## src/rtl/div_unit_32_pkg.sv

```systemverilog
// rtl/div_unit_32_pkg.sv - shared types and constants for the restoring divider
package div_pkg;

   localparam int WIDTH       = 32;
   localparam int DIV_LATENCY = WIDTH + 2;

   typedef enum logic [1:0] {
      IDLE = 2'd0,
      RUN  = 2'd1,
      FIX  = 2'd2,
      DONE = 2'd3
   } div_state_t;

   // Absolute value of an operand; raw value when operating unsigned.
   // The most negative value wraps to itself, which is the correct
   // unsigned magnitude 2^(WIDTH-1).
   function automatic logic [WIDTH-1:0] mag(input logic [WIDTH-1:0] v,
                                            input logic             sgn);
      return (sgn && v[WIDTH-1]) ? -v : v;
   endfunction

endpackage

```

## src/rtl/div_unit_32_if.sv

```systemverilog
// rtl/div_unit_32_if.sv - operand/result bundle between control unit and divider
interface div_unit_32_if #(parameter int W = div_pkg::WIDTH);

   logic           Start;
   logic           Signed;
   logic [W-1:0]   A;
   logic [W-1:0]   B;
   logic [2*W-1:0] Z;
   logic           Busy;
   logic           Done;
   logic           DivZero;

   modport master (
      output Start, Signed, A, B,
      input  Z, Busy, Done, DivZero
   );

   modport slave (
      input  Start, Signed, A, B,
      output Z, Busy, Done, DivZero
   );

endinterface

```

## src/rtl/div_unit_32_step.sv

```systemverilog
// rtl/div_unit_32_step.sv - one combinational restoring-division iteration
module div_step #(
   parameter int WIDTH = div_pkg::WIDTH
) (
   input  logic [WIDTH-1:0] rem,
   input  logic [WIDTH-1:0] quo,
   input  logic [WIDTH-1:0] divisor,
   output logic [WIDTH-1:0] rem_next,
   output logic [WIDTH-1:0] quo_next
);

   logic [WIDTH:0]   shifted;
   logic [WIDTH+1:0] diff;

   // Shift the next dividend bit into the remainder and trial-subtract;
   // the extra top bit of diff is the borrow that decides restore or keep.
   always_comb begin
      shifted  = {rem, quo[WIDTH-1]};
      diff     = {1'b0, shifted} - {2'b00, divisor};
      rem_next = shifted[WIDTH-1:0];
      quo_next = {quo[WIDTH-2:0], 1'b0};
      if (!diff[WIDTH+1]) begin
         rem_next = diff[WIDTH-1:0];
         quo_next = {quo[WIDTH-2:0], 1'b1};
      end
   end

endmodule

```

## src/rtl/div_unit_32.sv

```systemverilog
// rtl/div_unit_32.sv - multi-cycle signed/unsigned divider feeding the Z register
module div_unit_32
   import div_pkg::*;
(
   input  logic         Clock,
   input  logic         Clear,
   div_unit_32_if.slave bus
);

   localparam int CW = $clog2(WIDTH + 1);

   div_state_t       state;
   logic [WIDTH-1:0] rem;
   logic [WIDTH-1:0] quo;
   logic [WIDTH-1:0] dvsr;
   logic [WIDTH-1:0] a_raw;
   logic             neg_q;
   logic             neg_r;
   logic             dz;
   logic [CW-1:0]    count;
   logic [WIDTH-1:0] rem_nx;
   logic [WIDTH-1:0] quo_nx;

   div_step #(.WIDTH(WIDTH)) u_step (
      .rem      (rem),
      .quo      (quo),
      .divisor  (dvsr),
      .rem_next (rem_nx),
      .quo_next (quo_nx)
   );

   // Control FSM, datapath registers and registered outputs.
   always_ff @(posedge Clock) begin
      if (Clear) begin
         state       <= IDLE;
         rem         <= '0;
         quo         <= '0;
         dvsr        <= '0;
         a_raw       <= '0;
         neg_q       <= 1'b0;
         neg_r       <= 1'b0;
         dz          <= 1'b0;
         count       <= '0;
         bus.Z       <= '0;
         bus.Busy    <= 1'b0;
         bus.Done    <= 1'b0;
         bus.DivZero <= 1'b0;
      end else begin
         bus.Done <= 1'b0;
         case (state)
            IDLE, DONE: begin
               if (bus.Start) begin
                  a_raw       <= bus.A;
                  dvsr        <= mag(bus.B, bus.Signed);
                  quo         <= mag(bus.A, bus.Signed);
                  rem         <= '0;
                  count       <= '0;
                  neg_q       <= bus.Signed & (bus.A[WIDTH-1] ^ bus.B[WIDTH-1]);
                  neg_r       <= bus.Signed & bus.A[WIDTH-1];
                  dz          <= (bus.B == '0);
                  bus.DivZero <= 1'b0;
                  bus.Busy    <= 1'b1;
                  state       <= (bus.B == '0) ? FIX : RUN;
               end else begin
                  bus.Busy <= 1'b0;
                  state    <= IDLE;
               end
            end
            RUN: begin
               rem   <= rem_nx;
               quo   <= quo_nx;
               count <= count + CW'(1);
               if (count == CW'(WIDTH - 1)) begin
                  state <= FIX;
               end
            end
            FIX: begin
               if (dz) begin
                  bus.Z       <= {a_raw, {WIDTH{1'b1}}};
                  bus.DivZero <= 1'b1;
               end else begin
                  bus.Z <= {(neg_r ? -rem : rem), (neg_q ? -quo : quo)};
               end
               bus.Busy <= 1'b0;
               bus.Done <= 1'b1;
               state    <= DONE;
            end
            default: begin
               bus.Busy <= 1'b0;
               state    <= IDLE;
            end
         endcase
      end
   end

endmodule
```

## src/flat_wrapper.sv

```systemverilog
// flat-port wrapper written by rule: the top's interface ports become plain ports
module div_unit_32_flat import div_pkg::*;
  (Clock, Clear, bus_Start, bus_Signed, bus_A, bus_B, bus_Z, bus_Busy, bus_Done, bus_DivZero);
  div_unit_32_if bus_i ();
  input  logic Clock;
  input  logic Clear;
  input wire logic [$bits(bus_i.Start)-1:0] bus_Start;
  input wire logic [$bits(bus_i.Signed)-1:0] bus_Signed;
  input wire logic [$bits(bus_i.A)-1:0] bus_A;
  input wire logic [$bits(bus_i.B)-1:0] bus_B;
  output wire logic [$bits(bus_i.Z)-1:0] bus_Z;
  output wire logic [$bits(bus_i.Busy)-1:0] bus_Busy;
  output wire logic [$bits(bus_i.Done)-1:0] bus_Done;
  output wire logic [$bits(bus_i.DivZero)-1:0] bus_DivZero;
  assign bus_i.Start = bus_Start;
  assign bus_i.Signed = bus_Signed;
  assign bus_i.A = bus_A;
  assign bus_i.B = bus_B;
  assign bus_Z = bus_i.Z;
  assign bus_Busy = bus_i.Busy;
  assign bus_Done = bus_i.Done;
  assign bus_DivZero = bus_i.DivZero;
  div_unit_32 u_core (.Clock(Clock), .Clear(Clear), .bus(bus_i));
endmodule
```

## config.mk

```make
export PLATFORM = sky130hd
export DESIGN_NAME = div_unit_32_flat
export DESIGN_NICKNAME = d
export VERILOG_FILES = /design/src/rtl/div_unit_32_pkg.sv /design/src/rtl/div_unit_32_if.sv /design/src/rtl/div_unit_32_step.sv /design/src/rtl/div_unit_32.sv /design/src/flat_wrapper.sv
export SDC_FILE = /design/constraint.sdc
export NUM_CORES = 1
export LEC_CHECK = 0
export CORE_MARGIN = 2
export CORE_UTILIZATION = 52
export DETAILED_ROUTE_END_ITERATION = 12
export PLACE_DENSITY = 0.82
export SLEW_MARGIN = 20
export SYNTH_ARGS = -nofsm -noshare
export SYNTH_HDL_FRONTEND = slang
export SYNTH_SLANG_ARGS = --single-unit
```

## constraint.sdc

```tcl
create_clock -name Clock -period 3.2 [get_ports Clock]
set_clock_uncertainty 0.2 [all_clocks]
set_input_delay 0.32 -clock Clock [delete_from_list [all_inputs] [get_ports Clock]]
set_output_delay 0.32 -clock Clock [all_outputs]
set_load 0.1 [all_outputs]
```

## Word level (Yosys, flattened, before mapping)

Index checks and enable logic that the tools add are counted.

- Memories kept: 0
- Input port bits: 68
- Bits in latches: 0
- ROM bits: 0
- Flip-flop bits (word level): 206
- Bits in writable memories: 0

- Bitwise gates (word level): 3
- $add $sub $neg: 6
- Multiply operators: 0
- Divide/modulo/power cells: 0
- Shift-type cells: 0
- Equal/unequal tests: 7
- Reduce and logical (&&, ||, !) cells: 10
- Multiplexer cells: 23
- $lt $le $gt $ge: 0

Operators with widths:

| operator | number |
|---|---|
| 32-bit 2-to-1 mux | 7 |
| 32-bit negation | 4 |
| 32-bit one-hot mux with 2 select lines | 2 |
| 64-bit 2-to-1 mux | 1 |
| 33-bit by 32-bit subtractor with 34-bit output | 1 |
| 32-bit logical NOT | 1 |
| 6-bit one-hot mux with 2 select lines | 1 |
| 6-bit by 1-bit adder with 6-bit output (second input constant) | 1 |
| 6-bit by 5-bit equality test with 1-bit output (second input constant) | 1 |
| 2-bit 2-to-1 mux | 3 |
| 6-bit 2-to-1 mux | 1 |
| 2-bit one-hot mux with 3 select lines | 1 |
| 1-bit 2-to-1 mux | 5 |
| 2-bit equality test (second input constant) | 2 |
| 2-bit by 1-bit != test with 1-bit output (second input constant) | 2 |
| 1-bit one-hot mux with 2 select lines | 2 |
| 2-bit AND reduction | 2 |
| 2-bit nonzero test | 2 |
| 3-bit AND reduction | 1 |
| 1-bit bitwise AND | 2 |
| 2-bit by 1-bit equality test with 1-bit output (second input constant) | 1 |
| 1-bit logical AND | 2 |
| 2-bit logical NOT | 1 |
| 2-bit != test (second input constant) | 1 |
| 2 further kinds | 2 |

## Longest topological paths before layout

Gate-level depths: netlist of the first run.

- Word-level depth: 4
- Gate-level depth with buffers: 13
- Depth with buffers taken out: 12

## Cells and area by module

From an unflattened synthesis of the first run, not the netlist that was laid out.

- Cell total of the unflattened synthesis: 1677
- Area total of the unflattened synthesis: 12907.4 um^2

Modules (own cells, without submodules):

| module | cells an instance | seq. area each (um^2) | instances | area an instance (um^2) |
|---|---|---|---|---|
| div_unit_32 | 1274 | 4124.0 | 1 | 10301.1 |
| div_step | 403 | 0.0 | 1 | 2606.2 |

## Worst setup path before layout of the first run

No wires, ideal clock.

- Path type: reg-to-reg
- From: reg u_core.rem[12]
- To: reg u_core.rem[24]
- Path buffers: 1
- Clock period less this slack: 3136 ps
- Required time: 2883 ps
- Setup slack: 64 ps
- Arrival: 2820 ps
- Cell stages (with the launch flop): 12
- Library setup time: 117 ps
- Cells stage by stage: dfxtp_1 -> ha_1 -> clkbuf_1 -> a21oi_1 -> a21oi_1 -> a211o_1 -> a22o_1 -> a2111oi_0 -> o31ai_1 -> xnor2_1 -> a21oi_1 -> a22o_1

- Longest elaborated chain between the ends: 3

RTL lines:

| what | RTL line | source |
|---|---|---|
| start, declared | div_unit_32.sv:13 | `logic [WIDTH-1:0] rem;` |
| start signal, assigned | div_unit_32.sv:70 | `rem <= rem_nx;` |
| 33-bit by 32-bit subtractor with 34-bit output | div_unit_32_step.sv:19 | `diff = {1'b0, shifted} - {2'b00, divisor};` |
| 32-bit 2-to-1 mux | div_unit_32_step.sv:22 | `if (!diff[WIDTH+1]) begin` |
| 32-bit one-hot mux with 2 select lines | div_unit_32.sv:50 | `case (state)` |

Every way passes these cells.
A chain may end at the register's enable or synchronous reset.

## Worst setup path in the final report of the first run

- From: reg u_core.quo[11]
- To: reg u_core.bus.Z[29]

- Longest elaborated chain between the ends: 3

RTL lines:

| what | RTL line | source |
|---|---|---|
| start, declared | div_unit_32.sv:14 | `logic [WIDTH-1:0] quo;` |
| start signal, assigned | div_unit_32.sv:55 | `quo <= mag(bus.A, bus.Signed);` |
| start signal, assigned | div_unit_32.sv:71 | `quo <= quo_nx;` |
| 32-bit negation | div_unit_32.sv:82 | `bus.Z <= {(neg_r ? -rem : rem), (neg_q ? -quo : quo)};` |
| 32-bit 2-to-1 mux | div_unit_32.sv:82 |  |
| 64-bit 2-to-1 mux | div_unit_32.sv:78 | `if (dz) begin` |
| end signal, assigned | div_unit_32.sv:79 | `bus.Z <= {a_raw, {WIDTH{1'b1}}};` |
| end signal, assigned | div_unit_32.sv:82 |  |
| end, declared | div_unit_32_if.sv:20 | `output Z, Busy, Done, DivZero` |

Every way passes these cells.

==> impl_metrics.ini, run 1 <==
[routing]
drc_errors = 0
ant_nets = 0
wirelength_mm = 38.13
vias_per_cell = 5.902
dr.pass1.iters = 6
route.vias.total = 12767
drt_iter0_drc = 1210
wl_per_cell_um = 17.63

[die]
initial_utilization_pct = 52.73
dieArea_um2 = 24980
io_pins = 135
dieHeight_um = 158.1
rows = 56
die_w_um = 158.1
core-area_um2 = 23400

[yosys]
ys.flop_type = dfxtp_1
yosysMostFrequentCell = nand2_1
synth_cells = 1637
ys_types = 64
synth_fp_nets = 1746
synth_edf_count = 0
synth_area_um2 = 12340
synth_warnings = 0
synth_top_area_cell = dfxtp_1
synth_seq_cells = 206
synth_common_cells = nand2_1, dfxtp_1, nor2_1
synth_area_leaders = dfxtp_1, nand2_1, xor2_1, a21oi_1, nor2_1
synth_seq_area_share_pct = 33.42
async_flop_share_pct = 0
avgSynthCellArea_um2 = 7.539
yosysTopAreaCellShare_pct = 33.42

[pwr]
intPower_mw = 6.564
cellLeakagePower_nw = 6.202
p_sw_share_pct = 45.86
comb_power_share_pct = 49.8
power.density_nw_per_um2 = 783.1
p_clk_share_pct = 20.6
p_seq_share_pct = 29.7
switching_power_mw = 5.561
ir_worst_vdd_v = 0.0005685

[timing]
slew_viol_final = 0
hold_viol_final = 0
rsz0062_at_grt = yes
worstMarginPinSlew_ps = 1130
finalWorstSetupSlack_ps = -29.27
setup_viol = 1
slew_headroom_pct = 24.58
finalCriticalPeriod_ps = 3229
finalCritPeriodShare_pct = 100.9
fin_setup_tns_ps = -29.27
timing.fmax_mhz = 309.7

[setup_path]
r2r_slack_ps = -30
worstPathMaxFanout = 3
worst-setup-path-type = reg -> reg
cp-end-kind = flop
critPathLaunchType = flop
crit_required_ps = 3420
arrival_ps = 3450

[global_route]
grt_max_degree = 92
grt_usage_pct = 29.80
grt_pass1_vias = 11786
grt_overflow = 0
antenna_found_initial = 0
grt_first_pass_wirelength_mm = 59.90

[place]
place_hpwl_mm = 28.43
io_buffers = 134
gp_congestion = 0.9553
dp_cells = 2119

[layout]
area_growth_pct = 25.46
nNetsFinal = 1938
drive_above_1_share_pct = 15.73
finish.utilization_pct = 66.16
n_antenna_cell = 0
instances_no_fill = 2163
fillers = 1993

[cts]
cts_tree = done
cts_sinks = 206
clockBufferDepth = 3
clock_latency_ps = 520
path_clk_slew_ps = 60
numCtsBuffers = 23
cts-htree-levels = 1
root_buffer = clkbuf_16

[status]
status = finished with violations
violations = negative setup slack

[min_path]
hold_path_class = in -> reg

[job]
drv_cap = 0
==> power by group through the flow <==
stage	Clock [mW]	Sequential, mW	Combinational (mW)
after floorplan	0	4.77	2.99
after global placement	0	3.58	5.72
after detailed placement	0	3.61	5.82
after CTS	2.50	3.57	5.87
after global routing	2.62	3.66	6.51
final	2.49	3.60	6.03
==> sequential cells by signal, summed over array words and instances, names as in the netlist, 2 cells and up <==
| signal | cells |
|---|---|
| u_core.dvsr | 32 |
| u_core.rem | 32 |
| u_core.bus.Z | 64 |
| u_core.state | 2 |
| u_core.count | 6 |
| u_core.a_raw | 32 |
| u_core.quo | 32 |
==> worst max-delay path, stage by stage, from the launching register on <==
cell and delay, ps:
dfxtp_2 320, or4_4 540, nand2b_4 160, or4_4 420, or4_4 500, nand2b_4 180
o41ai_4 320, xnor2_1 190, nor2_1 70, a211oi_1 220
==> kinds of logic (layout without fill, tap and decap cells) <==
kind of cell	after synthesis	after routing	synth area share [%]
muxes	26	26	2.109
and+or+nand+nor	590	590	21.34
DFF	206	206	33.42
AOI/OAI and AO/OA	473	473	24.18
buffers and inverters	164	371	5.009
adders and majority gates	41	41	4.218
xor gates and xnor gates	137	137	9.723
==> repair_timing <==
action	CTS	global route
endpoints found under the hold margin	0	0
endpoints found under the setup margin	6	42
hold buffers	0	0
gates resized for setup	5	31
setup buffers	1	3
pin swaps	3	10
==> per-layer routing <==
metal / wire [um] / GRT usage [%]
met1: 15500 / 37.59
met2: 17980 / 50.62
met3: 2979 / 4.353
met4: 1680 / 13.00
met5: 0 / 0
==> cell type report <==
class                   count  area, um2  share of cell area (%)
well taps                 319      399.1                   2.578
repair buffers            277       2277                   14.71
inverters                  54      202.7                   1.309
clock inverters             9      57.56                  0.3717
multi-input cells        1267       7782                   50.27
flip-flops and latches    206       4128                   26.66
clock buffers              31      635.6                   4.105
==> worst paths after layout <==
kind / start / end / cells after the start
worst min register to register: u_core.dvsr[17] / u_core.dvsr[17] / 2
worst max-delay path: u_core.quo[11] / u_core.bus.Z[29] / 9
worst min-delay path: Clear / u_core.rem[23] / 4
worst max register to register: u_core.quo[11] / u_core.bus.Z[29] / 9
==> stage by stage <==
stage | worst slack, ps | cell area (um2) | power, mW | hold slack [ps]
2_1_floorplan | 63.56 | 12340 | 7.759 | 231.9
6_report | -29.27 | 15480 | 12.12 | 78.04
3_3_place_gp | -360.4 | 14590 | 9.306 | 241.7
5_1_grt | -59.93 | 15480 | 12.80 | 109.0
4_1_cts | 12.53 | 15310 | 11.94 | 83.91
3_5_place_dp | -355.8 | 14590 | 9.433 | 246.6
==> cell usage in the layout (no fill, tap or decap), drive strengths merged, types with 10 or more instances in the layout <==
cell / count
nand2: 265
buf: 208
dfxtp: 206
nor2: 167
a21oi: 147
o21ai: 114
xor2: 86
clkdlybuf4s50: 69
a211oi: 59
inv: 55
xnor2: 51
ha: 40
clkbuf: 31
or3: 28
mux2i: 26
o31ai: 26
or4: 23
nor3: 22
o211ai: 21
nand3: 20
o41ai: 15
a21o: 14
nand4: 12
o22ai: 10
a32oi: 10
nor4: 10
nand2b: 10
Note: power is estimated with default switching activity, not from simulation.
==> inputs of run 2 (changes only) <==
- PLACE_DENSITY: 0.82 -> 0.77
- TNS_END_PERCENT: not set -> 50
==> run 2 against run 1 <==
Sequential cell count is the same. Combinational power is 2% lower. The flow now finishes without violations. Highest routed layer unchanged. Power increased by 2.2%. Clock power rose by 16%. Wire length down 2.1%.
==> impl_metrics.ini, run 2 (same netlist as run 1, synthesis figures left out) <==
[pwr]
comb_power_share_pct = 47.6
p_clk_share_pct = 23.2
intPower_mw = 6.897
switching_power_mw = 5.492
power.density_nw_per_um2 = 803.4
cellLeakagePower_nw = 6.137
p_seq_share_pct = 29.1
p_sw_share_pct = 44.33
ir_worst_vdd_v = 0.0005755

[global_route]
grt_first_pass_wirelength_mm = 59.01
antenna_found_initial = 0
grt_usage_pct = 29.29
grt_pass1_vias = 11710
grt_max_degree = 131
grt_overflow = 0

[cts]
numCtsBuffers = 24
clock_latency_ps = 520
cts-htree-levels = 1
path_clk_slew_ps = 60
root_buffer = clkbuf_16
cts_sinks = 206
cts_tree = done
cts_hold_buf = 0
clockBufferDepth = 3

[die]
io_pins = 135
rows = 56
dieHeight_um = 158.1
core-area_um2 = 23400
initial_utilization_pct = 52.73
die_w_um = 158.1
dieArea_um2 = 24980

[setup_path]
timing.critical_path.cells = inv_1 > ha_1 > a21o_1 > nand3_1 > a21oi_1 > or4_1 > o2111ai_1 > a21oi_1 > a221o_1 > mux2i_1 > nand2_1
critPathLaunchType = flop
cp_num_buf_inv = 1
worstPathMaxFanout = 6
cp_slowest_stage_delay_ps = 520
cp-end-kind = flop
cp_common_cell = a21oi_1
arrival_ps = 3320
crit_required_ps = 3410
slowest_stage = or4_1
cp_top_family = compound AO/OA/AOI/OAI gates
worst-setup-path-type = reg -> reg

[place]
io_buffers = 134
gp_congestion = 0.9736
placed_area_um2 = 14420
place_hpwl_mm = 27.29

[timing]
timing.fmax_mhz = 321.2
hold_viol_final = 0
slew_viol_final = 0
fin_setup_tns_ps = 0
setup_viol = 0
slew_headroom_pct = 23.49
finalCritPeriodShare_pct = 97.29
finalCriticalPeriod_ps = 3113
worstMarginPinSlew_ps = 1146

[layout]
layout_common_cells = nand2_1, dfxtp_1, buf_4
area_growth_pct = 24.96
final_area_um2 = 15420
fillers = 2048
multiInputGateArea_um2 = 7765
largest_reg_flops = 64
drive_above_1_share_pct = 14.51
register_area_um2 = 4126
n_antenna_cell = 0
nNetsFinal = 1912
top_register = u_core.bus.Z
layout_commonest_cell = nand2_1

[routing]
route.vias.total = 12424
drt_iter0_drc = 851
wirelength_mm = 37.33
drc_errors = 0
wl_per_cell_um = 17.46
vias_per_cell = 5.811
dr.pass1.iters = 6
ant_nets = 0

[min_path]
hold_path_class = in -> reg

[status]
status = finished, final reports clean

[job]
drv_cap = 0
[run 2: final cells by class]
cell class | instances | area share, %
Tap cell | 319 | 2.588
Clock inverter | 3 | 0.4219
Inverter | 54 | 1.314
Sequential cell | 206 | 26.76
Clock buffer | 39 | 5.047
Timing Repair Buffer | 250 | 13.52
Multi-Input combinational cell | 1267 | 50.35
[run 2: repair_timing]
| item | CTS | global route |
|---|---|---|
| gates cloned | 0 | 0 |
| setup endpoints to repair | 4 | 37 |
| pin swaps | 0 | 10 |
| hold endpoints to repair | 0 | 0 |
| resized for setup | 4 | 27 |
| buffers inserted | 0 | 1 |
[run 2: worst paths after layout]
check	startpoint	endpoint	slack (ps)	cells after the start
max	u_core.dvsr[8]	u_core.rem[27]	90	11
min	Clear	u_core.bus.Busy	40	2
min reg2reg	u_core.dvsr[25]	u_core.dvsr[25]	250	2
max reg2reg	u_core.dvsr[8]	u_core.rem[27]	90	11
[run 2: through the flow]
stage          power [mW]  instances  util, %  worst slack (ps)  hold WS (ps)
6_report            12.39       2138    65.90             86.74         37.27
5_1_grt             13.08       2138    65.90            -20.58         74.28
4_1_cts             12.27       2137    65.31             2.367         42.92
3_5_place_dp        9.362       2095    61.62            -369.7         246.3
3_3_place_gp        9.263       2095    61.60            -335.7         241.2
2_1_floorplan       7.759       1637        -             63.56         231.9
[run 2: per-layer routing]
| layer | up-vias | share of wire [%] | track usage (%) |
|---|---|---|---|
| li1 | 6111 | - | - |
| met1 | 5798 | 42 | 36.42 |
| met2 | 415 | 46 | 49.30 |
| met3 | 100 | 6.5 | 4.818 |
| met4 | 0 | 5.4 | 14.24 |
| met5 | - | 0 | 0 |
[run 2: power groups by stage]
stage | logic (mW) | registers (mW) | clock network [mW]
after CTS | 5.78 | 3.58 | 2.91
final | 5.90 | 3.61 | 2.88
after floorplan | 2.99 | 4.77 | 0
after detailed placement | 5.73 | 3.63 | 0
after global routing | 6.40 | 3.67 | 3.01
after global placement | 5.66 | 3.61 | 0
==> inputs of run 3 (changes only) <==
- SYNTH_HIERARCHICAL: not set -> 1
==> run 3 against run 2 <==
Die area up 4.5%. Critical path depth rose by 2. Maximum frequency increased by 4.7%. Synthesized cell count is 2.4% higher. Via count fell by 0.21%. Setup slack better by 140 ps. Non-clock buffer count decreased by 42. Sequential share of layout area up 0.46 points. Wire length shrank 6.5%. Global-route usage shrank 3.5 points. Critical path type unchanged. Critical endpoint is now u_core/rem[22]. Highest routed layer unchanged.
==> impl_metrics.ini, run 3 <==
[yosys]
synth_top_area_cell = dfxtp_1
synth_warnings = 6
synth_area_leaders = dfxtp_1, nand2_1, nor2_1, xor2_1, a21oi_1
ys.flop_type = dfxtp_1
yosysMostFrequentCell = dfxtp_1
avgSynthCellArea_um2 = 7.697
synth_area_um2 = 12910
synth_edf_count = 0
synth_seq_area_share_pct = 31.95
synth_seq_cells = 206
synth_common_cells = dfxtp_1, nand2_1, nor2_1
async_flop_share_pct = 0
ys_types = 85
synth_cells = 1677
yosysTopAreaCellShare_pct = 31.95
synth_fp_nets = 1786

[layout]
layout_commonest_cell = dfxtp_1
final_area_um2 = 15150
layout_common_cells = dfxtp_1, nand2_1, nor2_1
drive_above_1_share_pct = 12.19
largest_reg_flops = 64
nNetsFinal = 1880
top_register = u_core/bus.Z
n_antenna_cell = 0
area_growth_pct = 17.37
instances_no_fill = 2113

[setup_path]
r2r_slack_ps = 230
r2r_cells = 13
crit_required_ps = 3390
cp-startpoint = u_core/quo[31]
worst-setup-path-type = reg -> reg
arrival_ps = 3170
critPathLaunchType = flop
timing.rr.start = u_core/quo[31]
worstPathMaxFanout = 5
r2r_end = u_core/rem[22]
cp-end-kind = flop

[die]
rows = 57
die_w_um = 161.6
dieArea_um2 = 26100
io_pins = 135
initial_utilization_pct = 53.07
dieHeight_um = 161.6
core-area_um2 = 24320

[global_route]
grt_first_pass_wirelength_mm = 56.20
grt_overflow = 0
grt_pass1_vias = 11364
grt_usage_pct = 25.78
antenna_found_initial = 1
grt_max_degree = 99

[cts]
cts_hold_buf = 0
cts_resized = 0
numCtsBuffers = 24
cts-htree-levels = 1
clock_latency_ps = 530
cts_tree = done
postCtsSetupBuffers = 0
clockBufferDepth = 3
cts_sinks = 206
path_clk_slew_ps = 60
root_buffer = clkbuf_16

[min_path]
whs_path_depth = 2
hold_path_class = in -> reg
worstHoldStart = Clear
min_to = u_core/bus.Busy

[routing]
dr.pass1.iters = 8
ant_nets = 0
drc_errors = 0
route.vias.total = 12398
drt_iter0_drc = 1058
wirelength_mm = 34.91
vias_per_cell = 5.867
wl_per_cell_um = 16.52

[timing]
timing.fmax_mhz = 336.4
slew_headroom_pct = 25.61
hold_slack_ps = 19.03
finalWorstSetupSlack_ps = 226.9
worstMarginPinSlew_ps = 1116
finalCritPeriodShare_pct = 92.91
slew_viol_final = 0
hold_viol_final = 0
setup_viol = 0
rsz0062_at_grt = no
finalCriticalPeriod_ps = 2973

[job]
drv_cap = 0

[place]
io_buffers = 134
dp_cells = 2069
gp_congestion = 0.9721
placed_area_um2 = 14350
place_hpwl_mm = 25.79
place_worst_setup_slack_ps = -59.70

[status]
status = finished, final reports clean

[pwr]
power.density_nw_per_um2 = 782.6
cellLeakagePower_nw = 5.887
ir_worst_vdd_v = 0.0006291
run 3: changes by cell type after synthesis, moves of 13 or more:
| cell | previous run | this run |
|---|---|---|
| a21oi_1 | 147 | 131 |
| a22oi_1 | 1 | 37 |
| a31oi_1 | 8 | 23 |
| buf_4 | 0 | 34 |
| clkbuf_1 | 99 | 83 |
| inv_1 | 53 | 68 |
| mux2i_1 | 26 | 12 |
| nand2_1 | 265 | 196 |
| nor2_1 | 167 | 182 |
| o211ai_1 | 21 | 8 |
| o22ai_1 | 10 | 26 |
| or3_1 | 26 | 6 |
run 3: through the flow:
| step | utilization [%] | setup TNS, ps | power [mW] |
|---|---|---|---|
| floorplan | - | 0 | 7.931 |
| detailed placement | 59.01 | -59.70 | 9.100 |
| finish | 62.29 | 0 | 11.86 |
| global placement | 59.01 | -143.7 | 9.005 |
| CTS | 62.27 | 0 | 11.86 |
| global route | 62.29 | 0 | 12.54 |
run 3: critical path, cell delays in order, from the launching register on:
cell	delay (ps)
dfxtp_1	310
inv_1	60
ha_1	170
inv_1	50
fa_1	390
a21o_1	230
a31oi_2	250
nor3_1	110
a31oi_2	240
o21a_2	250
xnor2_1	70
mux2_2	260
a22oi_1	170
nor2_1	60
run 3: per-layer routing:
layer	track usage [%]	wire [um]	vias up	share of wire, %
li1	-	-	6153	-
met1	33.98	15500	5714	44
met2	44.08	16210	456	46
met3	2.671	2084	75	6.0
met4	8.766	1120	0	3.2
met5	0	0	-	0
run 3: kinds of logic (layout without fill, tap and decap cells):
logic type / after synthesis / count (layout) / synth area share [%]
AO/OA/AOI/OAI: 520 / 520 / 26.33
XOR/XNOR: 135 / 135 / 9.161
adder cells (fa/ha/maj): 41 / 41 / 4.033
buffers and inverters: 210 / 322 / 7.813
flip-flops: 206 / 206 / 31.95
multiplexers: 17 / 17 / 1.396
AND/OR/NAND/NOR: 548 / 548 / 19.32
run 3: area by class of cell:
type	instances	area, um2
multi-input combinational	1261	7806
sequential	206	4124
clock inverter	10	125.1
inverter	70	262.8
tap	324	405.4
clock buffer	34	668.1
fill	2189	9170
timing repair buffer	208	1758
run 3: power breakdown:
group          internal (mW)  switching (mW)
registers               3.13           0.480
clock network           1.63            1.11
logic                   1.68            3.83
total                   6.44            5.42
run 3: how the worst max path moves through the flow:
stage                                 to  slack [ps]  depth (start not counted)
after floorplan           u_core/rem[22]         460                         13
after global placement    u_core/quo[31]        -140                          6
after detailed placement  u_core/quo[31]         -60                          6
after CTS                 u_core/rem[22]         190                         13
after global routing      u_core/rem[22]           9                         13
final                     u_core/rem[22]         230                         13
